$ cat config.mk
export PLATFORM = sky130hd
export DESIGN_NAME = cpu_step_controller
export DESIGN_NICKNAME = d
export VERILOG_FILES = /design/src/rtl/cpu_step_controller.sv
export SDC_FILE = /design/constraint.sdc
export NUM_CORES = 1
export LEC_CHECK = 0
export CORE_MARGIN = 5
export CORE_UTILIZATION = 50
export CTS_CLUSTER_DIAMETER = 80
export DETAILED_ROUTE_END_ITERATION = 10
export GPL_TIMING_DRIVEN = 0
export HOLD_SLACK_MARGIN = 0.12
export PLACE_DENSITY = 0.78
export RECOVER_POWER = 100
export SLEW_MARGIN = 20
export SYNTH_ARGS = -nofsm -noshare
export SYNTH_HDL_FRONTEND = slang
export SYNTH_SLANG_ARGS = --single-unit
$ cat constraint.sdc
create_clock -name clk -period 2.9 [get_ports clk]
set_input_delay 0.435 -clock clk [delete_from_list [all_inputs] [get_ports clk]]
set_output_delay 0.435 -clock clk [all_outputs]
set_load 0.01 [all_outputs]
$ cat src/rtl/cpu_step_controller.sv
// cpu_step_controller
// Gates a CPU one instruction at a time. Each cpu_en pulse commits exactly one
// instruction. The source of a pulse depends on the state:
//   - a debounced push-button press (single step, or resume from a breakpoint)
//   - a free-running RUN_DIV divider (run modes)
// In run-to-breakpoint mode the controller parks in BREAK when pc == bp_addr.
//
// Ports
//   clk          system clock, the only clock
//   rst          asynchronous, active-low reset
//   mode[1:0]    00 halt, 01 single-step, 10 free run, 11 run-to-breakpoint
//   step_n       raw push button, active-low, asynchronous to clk
//   pc           current CPU program counter
//   bp_addr      breakpoint address (used only in mode 11)
//   cnt_clr      synchronous clear of instr_count; wins over increment
//   cpu_en       registered one-cycle commit pulse
//   halted       high in HALT and BREAK
//   bp_hit       high in BREAK
//   state[1:0]   current FSM state
//   instr_count  number of cpu_en pulses issued, wraps at 2^32
//
// state | meaning
// ------+-------------------------------------------------------------
// HALT  | CPU held; no pulses
// STEP  | one pulse per debounced button press
// RUN   | one pulse every RUN_DIV cycles; mode 11 also watches bp_addr
// BRK   | parked on breakpoint; a press steps off it and resumes RUN

module cpu_step_controller #(
    parameter int unsigned RUN_DIV      = 50_000_000,
    parameter int unsigned DEBOUNCE_CYC = 1_000_000,
    parameter int unsigned PC_W         = 32
) (
    input  logic            clk,
    input  logic            rst,
    input  logic [1:0]      mode,
    input  logic            step_n,
    input  logic [PC_W-1:0] pc,
    input  logic [PC_W-1:0] bp_addr,
    input  logic            cnt_clr,
    output logic            cpu_en,
    output logic            halted,
    output logic            bp_hit,
    output logic [1:0]      state,
    output logic [31:0]     instr_count
);

    typedef enum logic [1:0] {
        HALT = 2'b00,
        STEP = 2'b01,
        RUN  = 2'b10,
        BRK  = 2'b11
    } state_t;

    localparam logic [31:0] TICK_LAST = 32'(RUN_DIV - 1);
    localparam logic [23:0] DEB_LAST  = 24'(DEBOUNCE_CYC - 1);

    state_t      state_q, state_d;
    logic        step_s1, step_s2;
    logic [23:0] deb_cnt;
    logic        deb_level, deb_prev;
    logic        press;
    logic [31:0] tick_cnt;
    logic        tick;
    logic        bp_match;
    logic        resume_mask, resume_d;
    logic        cpu_en_d;
    logic [31:0] count_q;

    // Two-stage synchroniser; idles high so reset does not look like a press.
    always_ff @(posedge clk or negedge rst) begin
        if (!rst) begin
            step_s1 <= 1'b1;
            step_s2 <= 1'b1;
        end else begin
            step_s1 <= step_n;
            step_s2 <= step_s1;
        end
    end

    // A new level is accepted only after DEBOUNCE_CYC consecutive cycles that
    // disagree with the current one; any agreeing sample restarts the count.
    always_ff @(posedge clk or negedge rst) begin
        if (!rst) begin
            deb_cnt   <= '0;
            deb_level <= 1'b1;
            deb_prev  <= 1'b1;
        end else begin
            deb_prev <= deb_level;
            if (step_s2 == deb_level) begin
                deb_cnt <= '0;
            end else if (deb_cnt == DEB_LAST) begin
                deb_level <= step_s2;
                deb_cnt   <= '0;
            end else begin
                deb_cnt <= deb_cnt + 24'd1;
            end
        end
    end

    // Single-cycle event on the debounced falling edge; a held button gives one.
    assign press = deb_prev & ~deb_level;

    assign tick     = (state_q == RUN) && (tick_cnt == TICK_LAST);
    // Right after resuming from BREAK the CPU has not yet committed, so pc
    // still equals bp_addr for one cycle; ignore the match then.
    assign bp_match = (pc == bp_addr) && !resume_mask;

    always_comb begin
        state_d  = state_q;
        cpu_en_d = 1'b0;
        resume_d = 1'b0;
        case (state_q)
            HALT: begin
                case (mode)
                    2'b01:   state_d = STEP;
                    2'b10,
                    2'b11:   state_d = RUN;
                    default: state_d = HALT;
                endcase
            end
            STEP: begin
                case (mode)
                    2'b00:   state_d = HALT;
                    2'b10,
                    2'b11:   state_d = RUN;
                    default: cpu_en_d = press;
                endcase
            end
            RUN: begin
                case (mode)
                    2'b00:   state_d = HALT;
                    2'b01:   state_d = STEP;
                    2'b11: begin
                        // Breakpoint wins over a coincident tick.
                        if (bp_match) state_d = BRK;
                        else          cpu_en_d = tick;
                    end
                    default: cpu_en_d = tick;
                endcase
            end
            BRK: begin
                case (mode)
                    2'b00:   state_d = HALT;
                    2'b01:   state_d = STEP;
                    2'b10:   state_d = RUN;
                    default: begin
                        if (press) begin
                            cpu_en_d = 1'b1;
                            state_d  = RUN;
                            resume_d = 1'b1;
                        end
                    end
                endcase
            end
            default: state_d = HALT;
        endcase
    end

    always_ff @(posedge clk or negedge rst) begin
        if (!rst) begin
            state_q     <= HALT;
            cpu_en      <= 1'b0;
            resume_mask <= 1'b0;
        end else begin
            state_q     <= state_d;
            cpu_en      <= cpu_en_d;
            resume_mask <= resume_d;
        end
    end

    // Cleared on every state entry so the first run pulse lands RUN_DIV
    // cycles after entering RUN; only advances while in RUN.
    always_ff @(posedge clk or negedge rst) begin
        if (!rst) begin
            tick_cnt <= '0;
        end else if ((state_d != state_q) || (state_q != RUN) || tick) begin
            tick_cnt <= '0;
        end else begin
            tick_cnt <= tick_cnt + 32'd1;
        end
    end

    always_ff @(posedge clk or negedge rst) begin
        if (!rst) begin
            count_q <= '0;
        end else if (cnt_clr) begin
            count_q <= '0;
        end else if (cpu_en) begin
            count_q <= count_q + 32'd1;
        end
    end

    assign instr_count = count_q;
    assign state       = state_q;
    assign halted      = (state_q == HALT) || (state_q == BRK);
    assign bp_hit      = (state_q == BRK);

endmodule
==> reports/metrics.csv <==
stage;metric;value;unit
clock_network;root_buffer;clkbuf_8;
cells_and_area;nets;759;
detailed_routing;antenna_left;0;
detailed_routing;drtIter0Drc;335;
sta;slew_headroom;30.9;%
synthesis;syn-cell-area;5280;um2
global_routing;grt_max_degree;56;
sta;worstMarginPinSlew;1.04;ns
setup_path;critPathMaxFanout;10;
pwr;ir_drop;0.000320;V
die;fp.dieH;113;um
cells_and_area;fin_cells;822;
clock_network;clock_sinks;96;
detailed_routing;avgViaCountPerCell;5.40;
setup_path;critPathTopFamily;simple AND/OR/NAND/NOR gates;
clock_network;cts.reportedPaths.clkPinSlew;0.09;ns
setup_path;r2r-end;tick_cnt[14]$_DFF_PN0_;
setup_path;endpoint_kind;flip-flop;
global_routing;grt_pass1_vias;4468;
synthesis;synthTopCellsByArea;dfrtp_1 44%, xnor2_1 10%, xor2_1 7.6%, nor2_1 7.0%, nand2_1 3.0%;
synthesis;synth_cell_types;51;
clock_network;cts_buffer_depth;2;
sta;fin_tns_setup;0;ns
setup_path;worstPathArrival;2.95;ns
global_routing;antenna_found_initial;0;
setup_path;slowest_delay;0.48;ns
placed_design;portBuffers;104;
setup_path;reg2regPathDepth;10;
pwr;power.share.switching;26.5;%
die;row_count;37;
synthesis;syn_avg_cell_area;9.35;um2
die;coreArea;10300;um2
synthesis;postSynthCellCount;565;
run;drv_cap;0;
global_routing;grt_pass1_wl;20.6;mm
die;dieArea;12700;um2
clock_network;cts_tree;built;
setup_path;ff2ff_setup_slack;0.18;ns
cells_and_area;diodes;0;
sta;slew_violations;0;
detailed_routing;vias;4440;
clock_network;cts_buffers;9;
sta;setup-violations-final;0;
sta;fmax;0.368;GHz
synthesis;yosys.area.top_type;dfrtp_1;
cells_and_area;utilization;64.6;%
synthesis;synth_flop_cell;dfrtp_1;
synthesis;synth_seq_cells;96;
sta;fin_skew;0.0128;ns
min_path;min_path_cells;0;
sta;rsz0062_at_grt;no;
clock_network;insertion_delay;0.36;ns
detailed_routing;wire_per_inst;14.6;um
pwr;p_int;1870;uW
synthesis;ys_seq_area_share;45.6;%
setup_path;critPathKind;reg -> reg;
die;start_util;51.1;%
synthesis;yosys-top-cells-count;99 x nor2_1, 92 x dfrtp_1, 60 x xnor2_1, 46 x xor2_1, 42 x nand2_1;
detailed_routing;drt_wl_total;12.0;mm
setup_path;crit_buf_inv;3;
pwr;p_sw;675;uW
min_path;min_to;step_s2$_DFF_PN1_;
synthesis;synth_edf_count;0;
cells_and_area;fillCellCount;840;
cells_and_area;area_delta_synth_final;26.3;%
status;status;finished clean;
clock_network;cts_setup_buffers;0;
die;io_pins;107;
setup_path;timing.rr.start;state[0]$_DFF_PN0_;
min_path;holdCritStartpoint;step_s1$_DFF_PN1_;
global_routing;overflow;0;
cells_and_area;drive_gt1_share;6.12;%
pwr;power_frac_comb;15.3;%
pwr;pwr-share-seq;53.8;%
min_path;hold_path.class;reg -> reg;
setup_path;cp.required;3.13;ns
synthesis;synth_nets;642;
pwr;power_density;382;nW/um2
detailed_routing;drc;0;
sta;fin_crit;2.72;ns
synthesis;post-synth-top-count-cell;nor2_1;
pwr;clkPwrFrac;30.9;%
sta;finalHoldViolations;0;
global_routing;gr-usage-all-layers;19.3;%
synthesis;synthArstFlopShare;100;%
clock_network;htree_num_levels;3;
die;die_w;113;um
synthesis;ys_warn_count;0;
setup_path;crit_path_top_delay_cell;nor4_2;
pwr;p_leak;0.00272;uW
setup_path;critPathLaunchType;flip-flop;
placed_design;hpwlAfterDp;9.27;mm
setup_path;crit_chain;clkbuf_1 > inv_1 > ha_1 > nor3b_1 > nand4_1 > nor4_2 > nor4_1 > o211ai_2 > buf_2 > nor2_1;
sta;fin_crit_sh;93.6;%
synthesis;yosysTopAreaCellShare;43.6;%
placed_design;place_congestion;0.835;
detailed_routing;firstDrtPassIters;4;
placed_design;post-place-cells;806;
==> worst max path at each step <==
stage	slack, ns	endpoint	cells after the start	startpoint
floorplan	0.77	tick_cnt[23]$_DFF_PN0_	8	state[0]$_DFF_PN0_
global placement	-2.10	deb_cnt[14]$_DFF_PN0_	1	rst
detailed placement	0.12	tick_cnt[18]$_DFF_PN0_	8	bp_addr[25]
CTS	0.15	tick_cnt[14]$_DFF_PN0_	10	state[0]$_DFF_PN0_
global route	0.01	tick_cnt[15]$_DFF_PN0_	10	state[0]$_DFF_PN0_
finish	0.18	tick_cnt[14]$_DFF_PN0_	10	state[0]$_DFF_PN0_
==> per-layer routing <==
layer  up-vias  share of wire [%]  global-route usage [%]
met5         -                  0                       0
met4         0               0.69                    4.65
met3        13                5.7                    4.33
met2       135                 51                    32.8
met1      2139                 43                    25.0
li1       2153                  -                       -
==> area by class of cell <==
class / count / area [um2] / share of cell area, %
Multi-Input combinational cell: 434 / 2730 / 40.9
Sequential cell: 96 / 2410 / 36.1
Timing Repair Buffer: 106 / 1050 / 15.8
Tap cell: 136 / 170 / 2.55
Clock buffer: 10 / 138 / 2.06
Buffer: 18 / 75.1 / 1.13
Inverter: 17 / 63.8 / 0.957
Clock inverter: 5 / 33.8 / 0.507
==> cells in the final DEF, fill, tap and decap left out, types with 3 or more instances in the layout <==
master           count
xor2_1              46
clkbuf_8            10
dfrtp_1             92
nand4_1             24
nor4b_1              6
nand3_1             28
or3_1               12
dlygate4sd3_1       40
a21oi_1             12
dfstp_2              3
clkbuf_1            12
a211o_1              3
xnor2_1             60
clkdlybuf4s50_1     64
buf_2                6
nor3_1              12
nor4_1              12
ha_1                 7
nor2b_1              3
nand2_1             42
o21ai_0             14
and3_1              18
nor2_1              99
inv_1               17
==> kinds of logic (layout without fill, tap and decap cells) <==
| logic type | Yosys count | after routing | synth area share (%) |
|---|---|---|---|
| fa+ha+maj | 7 | 7 | 1.66 |
| mux | 2 | 2 | 0.403 |
| flops | 96 | 96 | 45.6 |
| simple gates | 278 | 278 | 27.2 |
| xor+xnor | 106 | 106 | 17.6 |
| buf+inv | 35 | 156 | 2.65 |
| compound gates | 41 | 41 | 4.88 |
==> registers in the layout, indices dropped and copies added (netlist names) <==
name,cells
resume_mask,1
deb_cnt,24
step_s2,1
deb_level,1
tick_cnt,32
deb_prev,1
instr_count,32
cpu_en,1
state,2
step_s1,1
==> per-stage QoR <==
step | area [um2] | total power, uW | hold slack, ns | worst slack, ns
floorplan | 5280 | 1580 | 0.139 | 0.767
global placement | 6490 | 1780 | 0.349 | -2.10
detailed placement | 6520 | 1800 | 0.354 | 0.121
CTS | 6700 | 2580 | 0.366 | 0.154
global route | 6670 | 2680 | 0.368 | 0.00988
finish | 6670 | 2550 | 0.364 | 0.184
==> power by group through the flow <==
stage	Sequential, uW	Combinational (uW)	Clock [uW]
CTS	1370	405	803
global placement	1400	388	0
global route	1370	438	864
finish	1370	391	786
floorplan	1400	189	0
detailed placement	1400	401	0
==> timing repair <==
action / in CTS / in global routing
resized for setup: 0 / 1
hold buffers: 1 / 0
endpoints found under the setup margin: 0 / 14
endpoints found under the hold margin: 37 / 0
Power figures use the tool's default switching activity.
